$ cat src/rtl/pifo_dequeue_drain.sv
// pifo_dequeue_drain
//   Dequeue-side controller for flow_pifo. Pops the PIFO head whenever the
//   2-entry output buffer has room, the pacing gap has elapsed and popping is
//   enabled. Popped (priority, pointer) pairs are presented downstream on a
//   valid/ready interface in strict pop order.
//
// Ports
//   clk               clock
//   reset             asynchronous active-low reset
//   i__enable         1 = permit new pops (buffered entries drain regardless)
//   i__gap            idle cycles required after each pop, sampled at pop time
//   i__pifo_empty     flow_pifo empty flag
//   i__pifo_priority  flow_pifo head priority (combinational)
//   i__pifo_pointer   flow_pifo head packet pointer (combinational)
//   o__pifo_dequeue   pop strobe to flow_pifo, pop happens at the rising edge
//   o__out_valid      output buffer head valid
//   o__out_priority   output buffer head priority
//   o__out_pointer    output buffer head packet pointer
//   i__out_ready      downstream accepts the head this cycle
//   o__dequeue_count  total pops since reset (wraps)
//   o__idle           nothing buffered, no pacing pending, nothing poppable
module pifo_dequeue_drain #(
  parameter int unsigned PRIO_WIDTH = 16,
  parameter int unsigned PTR_WIDTH  = 16,
  parameter int unsigned GAP_WIDTH  = 8,
  parameter int unsigned CNT_WIDTH  = 32
) (
  input  logic                  clk,
  input  logic                  reset,
  input  logic                  i__enable,
  input  logic [GAP_WIDTH-1:0]  i__gap,
  input  logic                  i__pifo_empty,
  input  logic [PRIO_WIDTH-1:0] i__pifo_priority,
  input  logic [PTR_WIDTH-1:0]  i__pifo_pointer,
  output logic                  o__pifo_dequeue,
  output logic                  o__out_valid,
  output logic [PRIO_WIDTH-1:0] o__out_priority,
  output logic [PTR_WIDTH-1:0]  o__out_pointer,
  input  logic                  i__out_ready,
  output logic [CNT_WIDTH-1:0]  o__dequeue_count,
  output logic                  o__idle
);

  logic [PRIO_WIDTH-1:0] buf_prio [2];
  logic [PTR_WIDTH-1:0]  buf_ptr  [2];
  logic                  wr_ptr;
  logic                  rd_ptr;
  logic [1:0]            count;
  logic [GAP_WIDTH-1:0]  gap_cnt;
  logic [CNT_WIDTH-1:0]  deq_cnt;

  logic pop_out;
  logic space;
  logic pop;

  // A full buffer whose head leaves this cycle can take a new entry on the
  // same edge, so back-to-back streaming needs only two slots.
  always_comb begin
    pop_out = (count != 2'd0) & i__out_ready;
    space   = (count != 2'd2) | pop_out;
    pop     = i__enable & ~i__pifo_empty & space & (gap_cnt == '0) & reset;
  end

  assign o__pifo_dequeue  = pop;
  assign o__out_valid     = (count != 2'd0);
  assign o__out_priority  = buf_prio[rd_ptr];
  assign o__out_pointer   = buf_ptr[rd_ptr];
  assign o__dequeue_count = deq_cnt;
  assign o__idle          = (count == 2'd0) & (gap_cnt == '0) &
                            (i__pifo_empty | ~i__enable);

  always_ff @(posedge clk or negedge reset) begin
    if (!reset) begin
      buf_prio[0] <= '0;
      buf_prio[1] <= '0;
      buf_ptr[0]  <= '0;
      buf_ptr[1]  <= '0;
      wr_ptr      <= 1'b0;
      rd_ptr      <= 1'b0;
      count       <= '0;
      gap_cnt     <= '0;
      deq_cnt     <= '0;
    end else begin
      if (pop) begin
        buf_prio[wr_ptr] <= i__pifo_priority;
        buf_ptr[wr_ptr]  <= i__pifo_pointer;
        wr_ptr           <= ~wr_ptr;
        deq_cnt          <= deq_cnt + CNT_WIDTH'(1);
        gap_cnt          <= i__gap;
      end else if (gap_cnt != '0) begin
        gap_cnt <= gap_cnt - GAP_WIDTH'(1);
      end

      if (pop_out) begin
        rd_ptr <= ~rd_ptr;
      end

      case ({pop, pop_out})
        2'b10:   count <= count + 2'd1;
        2'b01:   count <= count - 2'd1;
        default: count <= count;
      endcase
    end
  end

  // Overflow cannot happen because pop already requires space.
  always_ff @(posedge clk) begin
    if (reset) begin
      assert (!(pop && (count == 2'd2) && !pop_out));
    end
  end

endmodule

$ cat config.mk
export PLATFORM = sky130hd
export DESIGN_NAME = pifo_dequeue_drain
export DESIGN_NICKNAME = d
export VERILOG_FILES = /design/src/rtl/pifo_dequeue_drain.sv
export SDC_FILE = /design/constraint.sdc
export NUM_CORES = 1
export LEC_CHECK = 0
export BUFFER_PORTS_ARGS = -buffer_cell sky130_fd_sc_hd__buf_2
export CAP_MARGIN = 5
export CORE_ASPECT_RATIO = 0.8
export CORE_UTILIZATION = 40
export DETAILED_ROUTE_END_ITERATION = 12
export PLACE_DENSITY = 0.59
export SYNTH_ARGS = -nofsm -noshare
export SYNTH_HDL_FRONTEND = slang
export SYNTH_SLANG_ARGS = --single-unit
$ cat constraint.sdc
create_clock -name clk -period 3.47 [get_ports clk]
set_clock_uncertainty 0.15 [all_clocks]
set_input_delay 0.5205 -clock clk [delete_from_list [all_inputs] [get_ports clk]]
set_output_delay 0.5205 -clock clk [all_outputs]
set_load 0.02 [all_outputs]
==> results_dict.tcl <==
set metrics [dict create \
    timing.setup.tns_ns 0 \
    drtPass1Iterations 4 \
    slowest_stage "dfrtp_1" \
    vias 3293 \
    critical_path.max_fanout 7 \
    cp-end-kind "output port" \
    max_stage_delay_ns 0.42 \
    row_count 36 \
    whs_ns 0.2080 \
    start_util 0.4128 \
    place_congestion 0.7704 \
    crit_required_ns 2.80 \
    drt-total-wl_mm 10.15 \
    setup_viol 0 \
    grt-busiest-layer "met2" \
    r2r_setup_slack_ns 0.87 \
    fp.dieH_um 102.4 \
    p_per_area_nw_per_um2 473.1 \
    cts-htree-levels 3 \
    io_buffers 111 \
    crit_type "register to output port" \
    drv_slew 0 \
    track_usage 0.1664 \
    overflow 0 \
    p_clk_frac 0.358 \
    yosysUniqueCellTypes 43 \
    syn-cell-area_um2 5039 \
    grt_max_degree 56 \
    rsz0062_at_grt "no" \
    clk_latency_ns 0.35 \
    pin_count 112 \
    tritoncts.num_buffers 9 \
    ir_drop_mv 0.3367 \
    antenna_found_initial 0 \
    hold_class "input port to asynchronous set/reset pin" \
    worstPathCellList "inv_1 -> ha_1 -> nor3b_1 -> nand4_2 -> inv_2 -> buf_2" \
    cts_hold_buf 0 \
    synth.avg_cell_area_um2 13.19 \
    use_met3 0.06440 \
    p_sw_w 0.0007442 \
    ant_nets 0 \
    synth_warnings 0 \
    grt_use_met2 0.2665 \
    dpl.hpwl_mm 6.914 \
    drive_above_1_share 0.4769 \
    gr-usage-met1 0.2117 \
    clk_pin_slew_ns 0.07 \
    maxCapViolations 0 \
    pwr-share-comb 0.146 \
    layout_common_cells "buf_2 (110), dfrtp_1 (108), mux2_2 (85)" \
    worstMarginPinSlew_ns 0.7747 \
    placed_area_um2 5754 \
    worstPathArrival_ns 2.13 \
    ys_seq_area_frac 0.5364 \
    synth.net_count 430 \
    antennaDiodeCount 0 \
    grt_pass1_vias 3290 \
    drc 0 \
    clk_path_buf_depth 2 \
    die_w_um 127.5 \
    switching_share 0.2600 \
    crit_path_start_kind "register" \
    synthToLayoutAreaGrowth_pct 20.09 \
    drtIter0Drc 125 \
    grt_pass1_wl_mm 16.55 \
    core_area_um2 12210 \
    fin_area_um2 6051 \
    seqPwrFrac 0.496 \
    post-cts-setup-buffer-count 0 \
    cts_tree "done" \
    slew_headroom 0.4836 \
    power_leakage_nw 3.278 \
    final-hold-violation-count 0 \
    cts-root-buf "clkbuf_16" \
    nets 540 \
    routedWlPerCell_um 15.20 \
    layout_commonest_cell "buf_2" \
    avgViaCountPerCell 4.930 \
    cts_resized 0 \
    max_freq_mhz 357.1 \
    cts_sinks 108 \
    syn_inst 382 \
    dieArea_um2 13050 \
    n_fill_cell 1123 \
    status "finished clean" \
    period_minus_slack_ns 2.800 \
    power.internal_w 0.002118 \
    synth_seq_cells 108 \
    period_share 0.8070 \
]
-- final cells by class --
| class | instances | area, um2 | area share |
|---|---|---|---|
| Clock buffer | 13 | 250.2 | 0.04136 |
| Clock inverter | 3 | 46.29 | 0.007651 |
| Inverter | 9 | 33.78 | 0.005583 |
| Multi-Input combinational cell | 246 | 2193 | 0.3625 |
| Sequential cell | 108 | 2703 | 0.4467 |
| Tap cell | 171 | 214.0 | 0.03536 |
| Timing Repair Buffer | 118 | 610.6 | 0.1009 |
-- routing by layer --
layer,wire [um],up-vias
met5,0,-
met4,76,0
met3,516,5
met2,4842,67
met1,4716,1648
li1,-,1573
-- state kept, by name, summed over array words and instances (netlist names) --
name              count
rd_ptr                1
count                 2
o__dequeue_count     32
gap_cnt               8
buf_prio             32
buf_ptr              32
wr_ptr                1
-- power groups by stage --
| stage | sequential [W] | clock, W | combinational (W) |
|---|---|---|---|
| 2_1_floorplan | 0.00142 | 0 | 0.000297 |
| 5_1_grt | 0.00143 | 0.00112 | 0.000463 |
| 4_1_cts | 0.00142 | 0.00107 | 0.000430 |
| 6_report | 0.00142 | 0.00103 | 0.000419 |
| 3_5_place_dp | 0.00144 | 0 | 0.000429 |
| 3_3_place_gp | 0.00144 | 0 | 0.000426 |
-- worst max-delay path: cells and delay by family (launching register included) --
family | cells | cell delay (ns)
adder cells (fa/ha/maj) | 1 | 0.19
buffers and inverters | 3 | 0.49
AND/OR/NAND/NOR | 2 | 0.70
flip-flops | 1 | 0.42
-- stage by stage --
step / util / worst slack [ns] / power (W) / instances
floorplan: - / 1.119 / 0.001720 / 382
global placement: 0.4714 / 0.8480 / 0.001863 / 652
detailed placement: 0.4714 / 0.8126 / 0.001869 / 652
CTS: 0.4957 / 0.6321 / 0.002915 / 668
global route: 0.4957 / 0.5226 / 0.003011 / 668
finish: 0.4957 / 0.6698 / 0.002862 / 668
-- cells in the mapped netlist (all sizes together) --
library cell | n | share of area
o21ai | 3 | 0.0030
or3b | 2 | 0.0035
ha | 3 | 0.0075
clkbuf | 6 | 0.0045
nor3 | 10 | 0.0099
nor2 | 8 | 0.0060
and4 | 2 | 0.0035
and3 | 2 | 0.0025
a31oi | 1 | 0.0012
nand4 | 9 | 0.014
nand2b | 1 | 0.0012
or2 | 4 | 0.0050
mux2i | 1 | 0.0020
a211o | 1 | 0.0017
nand3 | 8 | 0.0079
xnor2 | 11 | 0.019
inv | 9 | 0.0067
xor2 | 27 | 0.047
nand2 | 18 | 0.014
nor4 | 18 | 0.042
a22o | 2 | 0.0035
nor2b | 1 | 0.0012
or3 | 2 | 0.0025
buf | 13 | 0.019
dfrtp | 108 | 0.54
a21oi | 4 | 0.0040
o211a | 1 | 0.0020
and2 | 3 | 0.0037
or4 | 2 | 0.0030
mux2 | 96 | 0.21
a21boi | 1 | 0.0015
nor3b | 1 | 0.0015
o31ai | 3 | 0.0045
and3b | 1 | 0.0017
-- logic make-up after synthesis --
group	share of synthesized area
adders and majority gates	0.007451
buffers and inverters	0.02980
xor gates and xnor gates	0.06605
and+or+nand+nor	0.1224
DFF	0.5364
muxes	0.2165
AOI/OAI and AO/OA	0.02136
-- worst paths after layout --
kind,startpoint,endpoint,cells past startpoint
setup / recovery,gap_cnt[0],o__pifo_dequeue,6
hold / removal,reset,o__dequeue_count[28],2
setup reg to reg,gap_cnt[0],buf_ptr[17],7
hold reg to reg,o__dequeue_count[31],o__dequeue_count[31],1
max in group asynchronous,reset,buf_ptr[11],3
min in group clk,i__pifo_priority[2],buf_prio[2],2
(Power assumes the default switching activity.)
